==> src/rtl/s_to_p_pkg.sv <==
// s_to_p_pkg: shared constants and helpers for the parametrised
// serial-to-parallel converter.
//   out_w(in_w, beats)        : assembled word width, IN_W*BEATS
//   cnt_w(beats)              : width of the beat count, $clog2(BEATS+1)
//   lane_idx(k, beats, msb)   : output lane that beat k lands in
package s_to_p_pkg;

  localparam int DEF_IN_W      = 1;
  localparam int DEF_BEATS     = 6;
  localparam bit DEF_MSB_FIRST = 1'b0;

  function automatic int out_w(input int in_w, input int beats);
    return in_w * beats;
  endfunction

  function automatic int cnt_w(input int beats);
    return $clog2(beats + 1);
  endfunction

  // Beat 0 goes to lane 0 (LSB-first) or to the top lane (MSB-first).
  function automatic int unsigned lane_idx(input int unsigned k,
                                           input int unsigned beats,
                                           input bit msb_first);
    return msb_first ? (beats - 1 - k) : k;
  endfunction

endpackage

==> src/rtl/s_to_p_hold.sv <==
// s_to_p_hold: output holding register with valid/ready handoff.
//   clk, rst           : clock, synchronous active-high reset
//   load               : a word closes this cycle (only raised while ready_a=1)
//   word, cnt, last    : word contents to capture on load
//   ready_a            : upstream may advance (no undelivered word, or it leaves now)
//   valid_b/data_b/cnt_b/last_b : held word, stable until valid_b && ready_b
//   ready_b            : consumer accepts the held word
module s_to_p_hold #(
  parameter int OUT_W = 6,
  parameter int CNT_W = 3
) (
  input  logic             clk,
  input  logic             rst,
  input  logic             load,
  input  logic [OUT_W-1:0] word,
  input  logic [CNT_W-1:0] cnt,
  input  logic             last,
  output logic             ready_a,
  output logic             valid_b,
  output logic [OUT_W-1:0] data_b,
  output logic [CNT_W-1:0] cnt_b,
  output logic             last_b,
  input  logic             ready_b
);

  assign ready_a = !valid_b || ready_b;

  // A load in the same cycle as a handoff replaces the word directly, which
  // gives one word every BEATS cycles. Payload is left untouched on a plain
  // handoff so it does not toggle while invalid.
  always_ff @(posedge clk) begin
    if (rst) begin
      valid_b <= 1'b0;
      data_b  <= '0;
      cnt_b   <= '0;
      last_b  <= 1'b0;
    end else if (load) begin
      valid_b <= 1'b1;
      data_b  <= word;
      cnt_b   <= cnt;
      last_b  <= last;
    end else if (ready_b) begin
      valid_b <= 1'b0;
    end
  end

endmodule

==> src/rtl/s_to_p_param.sv <==
// s_to_p_param: packs BEATS beats of IN_W bits into one IN_W*BEATS word.
//   clk, rst        : clock, synchronous active-high reset
//   valid_a, data_a : input beat, accepted when valid_a && ready_a
//   last_a          : beat closes the current word early (zero-padded)
//   ready_a         : beat can be accepted this cycle
//   valid_b, data_b : assembled word with valid/ready handoff
//   cnt_b           : number of valid beats in data_b
//   last_b          : word was closed by last_a before it filled
//   ready_b         : consumer accepts the word
module s_to_p_param
  import s_to_p_pkg::*;
#(
  parameter  int IN_W      = DEF_IN_W,
  parameter  int BEATS     = DEF_BEATS,
  parameter  bit MSB_FIRST = DEF_MSB_FIRST,
  localparam int OUT_W     = out_w(IN_W, BEATS),
  localparam int CNT_W     = cnt_w(BEATS)
) (
  input  logic             clk,
  input  logic             rst,
  input  logic             valid_a,
  input  logic [IN_W-1:0]  data_a,
  input  logic             last_a,
  output logic             ready_a,
  output logic             valid_b,
  output logic [OUT_W-1:0] data_b,
  output logic [CNT_W-1:0] cnt_b,
  output logic             last_b,
  input  logic             ready_b
);

  localparam logic [CNT_W-1:0] K_LAST = CNT_W'(BEATS - 1);

  logic [CNT_W-1:0] k_q;
  logic [OUT_W-1:0] asm_q;
  logic [OUT_W-1:0] word_d;
  logic [CNT_W-1:0] cnt_d;
  logic             accept;
  logic             at_last;
  logic             close;
  logic             last_d;
  int unsigned      lane;

  assign accept  = valid_a && ready_a;
  assign at_last = (k_q == K_LAST);
  assign close   = accept && (at_last || last_a);
  assign lane    = lane_idx(32'(k_q), BEATS, MSB_FIRST);
  assign cnt_d   = k_q + 1'b1;
  // A last_a on the final beat is just a full word.
  assign last_d  = last_a && !at_last;

  // Assembly register with the current beat merged into its lane; this is
  // also the word handed to the holding register on close.
  for (genvar j = 0; j < BEATS; j++) begin : g_lane
    localparam int unsigned LJ = j;
    assign word_d[j*IN_W +: IN_W] = (accept && (lane == LJ)) ? data_a
                                                            : asm_q[j*IN_W +: IN_W];
  end

  // Clearing on close is what zero-pads partial words and keeps bits of one
  // word out of the next.
  always_ff @(posedge clk) begin
    if (rst) begin
      k_q   <= '0;
      asm_q <= '0;
    end else if (close) begin
      k_q   <= '0;
      asm_q <= '0;
    end else if (accept) begin
      k_q   <= k_q + 1'b1;
      asm_q <= word_d;
    end
  end

  s_to_p_hold #(
    .OUT_W(OUT_W),
    .CNT_W(CNT_W)
  ) u_hold (
    .clk    (clk),
    .rst    (rst),
    .load   (close),
    .word   (word_d),
    .cnt    (cnt_d),
    .last   (last_d),
    .ready_a(ready_a),
    .valid_b(valid_b),
    .data_b (data_b),
    .cnt_b  (cnt_b),
    .last_b (last_b),
    .ready_b(ready_b)
  );

endmodule

==> config.mk <==
export PLATFORM = sky130hd
export DESIGN_NAME = s_to_p_param
export DESIGN_NICKNAME = d
export VERILOG_FILES = /design/src/rtl/s_to_p_pkg.sv /design/src/rtl/s_to_p_hold.sv /design/src/rtl/s_to_p_param.sv
export SDC_FILE = /design/constraint.sdc
export NUM_CORES = 1
export LEC_CHECK = 0
export ABC_CLOCK_PERIOD_IN_PS = 1400
export BUFFER_PORTS_ARGS = -buffer_cell sky130_fd_sc_hd__buf_2
export CAP_MARGIN = 20
export CORE_MARGIN = 1.5
export CORE_UTILIZATION = 48
export CTS_CLUSTER_DIAMETER = 150
export DETAILED_ROUTE_END_ITERATION = 16
export MAX_ROUTING_LAYER = met4
export PLACE_DENSITY = 0.75
export SYNTH_ARGS = -nofsm -noshare
export SYNTH_HDL_FRONTEND = slang
export SYNTH_SLANG_ARGS = --single-unit
==> constraint.sdc <==
create_clock -name clk -period 1.4 [get_ports clk]
set_input_delay 0.21 -clock clk [delete_from_list [all_inputs] [get_ports clk]]
set_output_delay 0.21 -clock clk [all_outputs]
set_load 0.02 [all_outputs]
==> results of run 1 <==
## cells in the final DEF, fill, tap and decap left out, types with 3 or more instances in the layout
| cell | n |
|---|---|
| nor2_1 | 3 |
| a21oi_1 | 11 |
| nand4_1 | 6 |
| buf_4 | 19 |
| nand3_1 | 3 |
| a31oi_1 | 8 |
| dfxtp_1 | 17 |
| inv_1 | 6 |
| o31ai_1 | 5 |
| a211oi_1 | 3 |
| clkbuf_4 | 3 |
| a311oi_1 | 5 |
| buf_2 | 16 |
| dfxtp_2 | 3 |
## worst max-delay path, delay by kind of cell, from the launching register on
family / cells / cell delay (ps)
buf+inv: 3 / 350
flops: 1 / 340
simple gates: 1 / 160
## kinds of logic after synthesis
logic type / Yosys count
buffers and inverters: 19
AO/OA/AOI/OAI: 40
AND/OR/NAND/NOR: 21
adder cells (fa/ha/maj): 5
multiplexers: 2
flip-flops: 20
## area by class of cell
class	count	area share, %
Multi-Input combinational cell	68	40.6
Timing Repair Buffer	38	20.5
Sequential cell	20	31.3
Tap cell	27	2.61
Inverter	10	3.29
Clock buffer	3	1.74
## power groups by stage
stage                     Sequential (mW)  Combinational, mW  Clock (mW)
final                               0.612              0.273       0.278
after floorplan                     0.648              0.126           0
after global placement              0.622              0.229           0
after CTS                           0.612              0.252       0.283
after global routing                0.616              0.295       0.306
after detailed placement            0.623              0.233           0
## sequential cells by signal, indices dropped and copies added (netlist names)
| name | count |
|---|---|
| u_hold.cnt_b | 3 |
| u_hold.data_b | 6 |
| asm_q | 6 |
| u_hold.last_b | 1 |
| u_hold.valid_b | 1 |
| k_q | 3 |
## worst paths after layout
path                            slack, ps  cells after the start           start              to
worst max-delay path                   40                      4  u_hold.valid_b         ready_a
worst min-delay path                  230                      2             rst  u_hold.valid_b
worst max register to register         40                      6          k_q[0]        asm_q[4]
worst min register to register        430                      2        asm_q[5]        asm_q[5]
## routing by layer
metal / part of all wire [%] / track usage, %
met1: 43 / 26.4
met2: 53 / 39.2
met3: 2.3 / 5.28
met4: 1.6 / 14.6
met5: 0 / -
## timing repair
action	CTS	global route
hold buffers	0	0
cloned	0	0
endpoints found under the setup margin	15	15
gates resized for setup	12	12
setup buffers	2	4
pin swaps	1	3
==> flow_summary.yaml, run 1 <==
status:
  outcome: "complete, no violations"
pwr:
  max-vdd-ir-drop_v: 0.000821
  p_clk_share_pct: 23.9
  power_density_nw_per_um2: 900
  power.total_mw: 1.16
  combPwrFrac_pct: 23.5
  internal_power_uw: 819
  leakagePower_nw: 0.527
  switchingPower_uw: 345
  p_sw_share_pct: 29.6
  seq_power_share_pct: 52.6
grt:
  grt_overflow: 0
  grt_pass1_wl_um: 3520
  grt_start_max_net_pins: 19
  antenna_found_initial: 0
  grt_pass1_vias: 790
  grt_usage_pct: 24.0
floorplan:
  dieArea_um2: 2300
  start_util_pct: 50.5
  io_pins: 18
  rows: 16
  die_x_um: 47.9
  die_y_um: 47.9
  coreArea_um2: 1920
synthesis:
  synthCells: 107
  synth_top_family_by_area: "compound AO/OA/AOI/OAI gates"
  synth_top_area_cell: "dfxtp_1"
  muxShareOfSynthArea_pct: 2.06
  synth_area_per_cell_um2: 9.06
  synth_warnings: 0
  synthFlopType: "dfxtp_1"
  synthArstFlopShare_pct: 0
  synth-edff-count: 0
  synth_area_leaders: "dfxtp_1 (41%), ha_1 (6.5%), a21oi_1 (6.2%)"
  synth_commonest_cells: "dfxtp_1 (20), a21oi_1 (12), a31oi_1 (8), inv_1 (8), o31ai_1 (7)"
  syn-num-nets: 118
  synth-xor-area-share_pct: 0
  seq_area_frac_synth_pct: 41.3
  synth-simple-area-share_pct: 12.6
  syn-cell-area_um2: 970
  synth.most_common_cell: "dfxtp_1"
  synth_compound_area_share_pct: 27.6
  ys_types: 28
  synth_fa_ha_area_share_pct: 6.45
  synth-seq-cells: 20
  synth.top_cell.area_share_pct: 41.3
timing:
  period_minus_slack_ps: 1360
  period_share_pct: 97.3
  setup_tns_ps: 0
  relSlewSlack_pct: 69.4
  rsz0062_at_grt: "yes"
  timing.hold.ws_ps: 234
  finalMaxSlewViolations: 0
  worstMarginPinSlew_ps: 456
  fmax_mhz: 734
  finClkSkew_ps: 4.34
  setup_viol: 0
  setup_slack_ps: 37.2
  finalHoldViolCount: 0
detailed_routing:
  drt_wl_total_um: 2470
  dr.pass1.iters: 4
  via_per_inst: 5.57
  vias: 924
  drt.antenna.violating_nets: 0
  drt_iter0_drc: 13
  routedWlPerCell_um: 14.9
  drc_errors: 0
placed_design:
  portBuffers: 17
  place.gp.congestion: 0.857
  place_area_um2: 1140
  place_ws_ps: -191
  dp_hpwl_um: 1650
  placedCellCount: 157
clocking:
  cts_buffers: 3
  cts_tree: "built"
  clockBufferDepth: 2
  clk_pin_slew_worst_paths_ps: 110
  htree_num_levels: 1
  cts.sinks: 20
  root_buffer: "clkbuf_4"
  clk_latency_ps: 310
cells_and_area:
  area_delta_synth_final_pct: 33.3
  drive_above_1_share_pct: 43.2
  fill_cells: 171
  regArea_um2: 404
  n_antenna_cell: 0
  final_cell_count_no_fill: 166
  finalInstanceArea_um2: 1290
  post-route-util_pct: 67.3
  nets: 152
  multi_input_area_um2: 524
worst_setup_path:
  cp_data_required_time_ps: 1190
  critPathKind: "reg2out"
  cpMaxStageDelayCell: "dfxtp_2"
  max_stage_delay_ps: 340
  crit_path_start_kind: "flip-flop"
  crit_chain: "nor2b_4 -> inv_2 -> buf_12 -> buf_4"
  crit_arrival_ps: 1150
  endpoint_kind: "primary output"
  crit_fanout: 8
worst_hold_path:
  hold_class: "in2reg"
job:
  cap_violations: 0
(Power assumes the default switching activity.)
==> run 2: changes to the inputs <==
- ABC_AREA: unset -> 1
- CORE_ASPECT_RATIO: unset -> 1.1
- CORE_UTILIZATION: 48 -> 47
- HOLD_SLACK_MARGIN: unset -> 0.03
- PLACE_DENSITY: 0.75 -> 0.74
==> run 2 against run 1 <==
Against the previous run: wire length down 25%; worst hold slack got worse by 59 ps; critical endpoint is now u_hold.data_b[0]; largest cell class unchanged; final cell count is 3.6% higher; clock power rose by 68%; maximum frequency grew 5.1%; critical path depth up 4; die area shrank 1.6%; combinational power down 46%; non-clock buffer count shrank 16.
==> flow_summary.yaml, run 2 <==
status:
  outcome: "complete, no violations"
cells_and_area:
  area_delta_synth_final_pct: 22.8
  n_antenna_cell: 0
  fill_cells: 170
  post-route-util_pct: 62.9
  mostFrequentLayoutCell: "nand2_1"
  drive_above_1_share_pct: 25.5
  finalInstanceArea_um2: 1150
  nets: 157
  mostFrequentLayoutCells: "nand2_1 (39), dfxtp_1 (19), buf_2 (17)"
  top_regs: "asm_q (6), u_hold.data_b (6)"
grt:
  grt_pass1_wl_um: 3210
  grt_usage_pct: 19.8
  grt_start_max_net_pins: 15
  antenna_found_initial: 0
  grt_pass1_vias: 738
  grt_overflow: 0
pwr:
  power.total_mw: 1.21
  leakagePower_nw: 0.605
  power_density_nw_per_um2: 1050
  max-vdd-ir-drop_v: 0.000685
synthesis:
  synthArstFlopShare_pct: 0
  synth.most_common_cell: "nand2_1"
  synth_top_area_cell: "dfxtp_1"
  ys_types: 17
  synth_area_per_cell_um2: 7.65
  synth.top_cell.area_share_pct: 42.9
  synthCells: 122
  synth-seq-cells: 20
  seq_area_frac_synth_pct: 42.9
  synth_warnings: 0
  synthFlopType: "dfxtp_1"
  synth-edff-count: 0
  synth_commonest_cells: "nand2_1 (41), dfxtp_1 (20), nand3_1 (16), inv_1 (12), a21oi_1 (10)"
  synth_area_leaders: "dfxtp_1 (43%), nand2_1 (16%), nand3_1 (8.6%)"
  syn-num-nets: 133
  syn-cell-area_um2: 933
worst_hold_path:
  whs_path_depth: 2
  hold_class: "in2reg"
detailed_routing:
  dr.pass1.iters: 4
  drt.antenna.violating_nets: 0
  drc_errors: 0
  vias: 842
  via_per_inst: 4.90
  drt_iter0_drc: 17
  routedWlPerCell_um: 10.8
  drt_wl_total_um: 1860
timing:
  worstMarginPinSlew_ps: 235
  finalMaxSlewViolations: 0
  fmax_mhz: 771
  period_minus_slack_ps: 1300
  rsz0062_at_grt: "no"
  setup_viol: 0
  setup_tns_ps: 0
  finClkSkew_ps: 6.84
  finalHoldViolCount: 0
  period_share_pct: 92.6
  relSlewSlack_pct: 84.3
  timing.hold.ws_ps: 175
worst_setup_path:
  critPathKind: "reg2reg"
  crit_path_start_kind: "flip-flop"
  crit_arrival_ps: 1510
  endpoint_kind: "flip-flop"
  cp_data_required_time_ps: 1610
  crit_fanout: 10
  reg2regPathDepth: 8
floorplan:
  coreArea_um2: 1820
  dieArea_um2: 2260
  io_pins: 18
  die_x_um: 45.5
  rows: 16
  die_y_um: 49.7
  start_util_pct: 51.2
placed_design:
  portBuffers: 17
  dp_hpwl_um: 1420
  place.gp.congestion: 0.783
  place_area_um2: 1060
clocking:
  cts.sinks: 20
  htree_num_levels: 1
  cts_tree: "built"
  clockBufferDepth: 2
  cts_hold_repair.buffers: 0
  clk_pin_slew_worst_paths_ps: 110
  root_buffer: "clkbuf_4"
  cts_buffers: 3
  clk_latency_ps: 300
job:
  cap_violations: 0
[run 2: cell types whose count changed after synthesis, sizes merged, moves of 2 or more]
cell / previous run / this run
inv: 10 / 13
nand2b: 2 / 0
a31oi: 8 / 0
nand2: 3 / 43
nand3: 3 / 16
a311oi: 5 / 0
a211oi: 4 / 0
clkbuf: 3 / 0
o21ai: 2 / 0
mux2i: 2 / 0
nor2b: 2 / 0
o31ai: 7 / 0
buf: 6 / 3
[run 2: final cells by class]
| class | count | area, um2 | share of cell area (%) |
|---|---|---|---|
| inverters | 13 | 48.8 | 4.26 |
| clock buffers | 3 | 22.5 | 1.97 |
| flip-flops and latches | 20 | 402 | 35.0 |
| well taps | 27 | 33.8 | 2.95 |
| repair buffers | 22 | 123 | 10.7 |
| multi-input cells | 86 | 487 | 42.5 |
| clock inverters | 1 | 30.0 | 2.62 |
[run 2: through the flow]
stage                     setup WS [ps]  std cells
after floorplan                     200        122
after global placement             97.6        167
after detailed placement           59.3        167
after CTS                          3.12        172
after global routing               14.8        172
final                               103        172
[run 2: critical path, cell delays in order, from the launching register on]
cell	delay [ps]
dfxtp_1	340
inv_2	60
ha_2	190
nand2_1	90
nand2_2	150
nand2_8	100
buf_4	170
nand3_1	60
nand2_1	50
[run 2: metal layers]
| metal | share of wire [%] | vias up | GRT usage [%] |
|---|---|---|---|
| met5 | 0 | - | - |
| met4 | 1.6 | 0 | 8.82 |
| met3 | 3.1 | 4 | 2.20 |
| met2 | 47 | 15 | 30.3 |
| met1 | 48 | 378 | 25.7 |
| li1 | - | 445 | - |
[run 2: repair_timing]
action	4_1_cts	5_1_grt
buffers inserted	1	0
endpoints found under the setup margin	2	15
pin swaps	1	3
gates cloned	0	0
resized for setup	1	7
[run 2: kinds of logic after synthesis]
| kind of cell | Yosys count | share of synthesized area [%] |
|---|---|---|
| buf+inv | 16 | 7.77 |
| fa+ha+maj | 5 | 6.70 |
| flops | 20 | 42.9 |
| simple gates | 69 | 34.3 |
| compound gates | 12 | 8.31 |
[run 2: final timing paths]
check	from	end	slack, ps
max	k_q[1]	u_hold.data_b[0]	100
min	rst	u_hold.last_b	170
max reg2reg	k_q[1]	u_hold.data_b[0]	100
min reg2reg	u_hold.last_b	u_hold.last_b	470
[run 2: where the power goes]
group / switching [mW] / leakage (nW) / internal, mW
clock: 0.177 / 0.0279 / 0.289
combinational: 0.0949 / 0.414 / 0.0517
sequential: 0.0100 / 0.162 / 0.584
==> run 3: changes to the inputs <==
- CORE_ASPECT_RATIO: 1.1 -> unset
- REMOVE_ABC_BUFFERS: unset -> 1
- SKIP_LAST_GASP: unset -> 1
==> run 3 against run 2 <==
Against the previous run: non-clock buffer count is 1 lower; clock power is 28% lower; clock skew is 6.5 ps lower; via count is 1.3% higher; critical endpoint is now ready_a; critical path depth is 6 lower; sequential share of layout area is 1.2 points higher; die area hardly changed; sequential power hardly changed; design area is 3.1% lower; worst setup slack worse by 41 ps; utilization is 1.2 points lower.
==> flow_summary.yaml, run 3 (same netlist as run 2, synthesis figures left out) <==
clocking:
  root_buffer: "clkbuf_4"
  cts_buffers: 3
  cts_tree: "built"
  htree_num_levels: 1
  clockBufferDepth: 2
  clk_latency_ps: 300
  cts.sinks: 20
  clk_pin_slew_worst_paths_ps: 110
  cts_hold_repair.buffers: 0
detailed_routing:
  drt.antenna.violating_nets: 0
  drt_iter0_drc: 16
  via_per_inst: 5.05
  dr.pass1.iters: 4
  vias: 853
  routedWlPerCell_um: 11.4
  drc_errors: 0
  drt_wl_total_um: 1920
cells_and_area:
  n_antenna_cell: 0
  finalInstanceArea_um2: 1110
  nets: 156
  area_delta_synth_final_pct: 19.0
  mostFrequentLayoutCell: "nand2_1"
  top_regs: "asm_q (6), u_hold.data_b (6)"
  drive_above_1_share_pct: 23.6
  mostFrequentLayoutCells: "nand2_1 (40), dfxtp_1 (18), buf_2 (17)"
grt:
  antenna_found_initial: 0
  grt_usage_pct: 19.7
  grt_start_max_net_pins: 15
  grt_pass1_wl_um: 2970
  grt_pass1_vias: 698
  grt_overflow: 0
pwr:
  power_density_nw_per_um2: 962
  internal_power_uw: 790
  switchingPower_uw: 279
  max-vdd-ir-drop_v: 0.000696
  seq_power_share_pct: 55.6
  leakagePower_nw: 0.600
  combPwrFrac_pct: 13.0
  p_sw_share_pct: 26.1
  p_clk_share_pct: 31.3
worst_setup_path:
  crit_family: "flip-flops"
  endpoint_kind: "primary output"
  cpMaxStageDelayCell: "dfxtp_1"
  critPathKind: "reg2out"
  crit_chain: "nand2_4 -> buf_2"
  crit_fanout: 14
  crit_arrival_ps: 1130
  max_stage_delay_ps: 470
  cp_data_required_time_ps: 1190
  crit_path_start_kind: "flip-flop"
  crit_buf_inv: 1
timing:
  period_minus_slack_ps: 1340
  fmax_mhz: 747
  finalHoldViolCount: 0
  finalMaxSlewViolations: 0
  worstMarginPinSlew_ps: 247
  setup_tns_ps: 0
  finClkSkew_ps: 0.363
  period_share_pct: 95.6
  timing.hold.ws_ps: 166
  relSlewSlack_pct: 83.5
  setup_viol: 0
placed_design:
  place.gp.congestion: 0.847
  dp_hpwl_um: 1440
  portBuffers: 17
  place_area_um2: 1050
floorplan:
  dieArea_um2: 2260
  start_util_pct: 51.8
  rows: 15
  die_x_um: 47.6
  coreArea_um2: 1800
  die_y_um: 47.6
  io_pins: 18
worst_hold_path:
  hold_class: "in2reg"
job:
  cap_violations: 0
status:
  outcome: "complete, no violations"
## run 3: repair_timing
item / CTS / global route
endpoints found under the setup margin: 2 / 20
endpoints found under the hold margin: 0 / 0
buffers inserted: 0 / 1
resized for setup: 2 / 4
## run 3: path summary, 6_finish.rpt
check                                    start        endpoint  slack [ps]  depth (start not counted)
worst min register to register   u_hold.last_b   u_hold.last_b         470                          2
worst max register to register          k_q[1]          k_q[1]         100                          7
worst max-delay path            u_hold.valid_b         ready_a          60                          2
worst min-delay path                       rst  u_hold.valid_b         170                          2
## run 3: worst register-to-register path, stage by stage (launching register included)
cell     delay (ps)
dfxtp_2         350
inv_1            50
ha_1            190
nand2_1         100
nand2_1          90
nand2_4         160
nand2_4         120
a21oi_1         160
## run 3: per-layer routing
layer | routed length, um | GRT usage [%] | part of all wire, %
met5 | 0 | - | 0
met4 | 36 | 9.73 | 1.9
met3 | 72 | 3.40 | 3.8
met2 | 1010 | 34.6 | 52
met1 | 803 | 21.2 | 42
## run 3: stage by stage
step	power, mW	setup slack [ps]	instances	utilization (%)
final	1.07	62.2	169	61.7
after global routing	1.12	-38.1	169	61.7
after CTS	1.07	18.4	168	60.6
after detailed placement	0.738	22.8	164	58.2
after global placement	0.733	98.4	164	58.2
after floorplan	0.687	57.6	119	-
## run 3: power groups by stage
stage | clock, mW | combinational (mW) | sequential [mW]
3_5_place_dp | 0 | 0.131 | 0.607
6_report | 0.335 | 0.139 | 0.595
2_1_floorplan | 0 | 0.0713 | 0.616
3_3_place_gp | 0 | 0.127 | 0.605
4_1_cts | 0.341 | 0.134 | 0.594
5_1_grt | 0.365 | 0.154 | 0.597
## run 3: cell type report
class | instances | area [um2]
Multi-Input combinational cell | 86 | 473
Fill cell | 177 | 691
Clock buffer | 4 | 36.3
Timing Repair Buffer | 21 | 119
Inverter | 13 | 48.8
Tap cell | 25 | 31.3
Sequential cell | 20 | 403
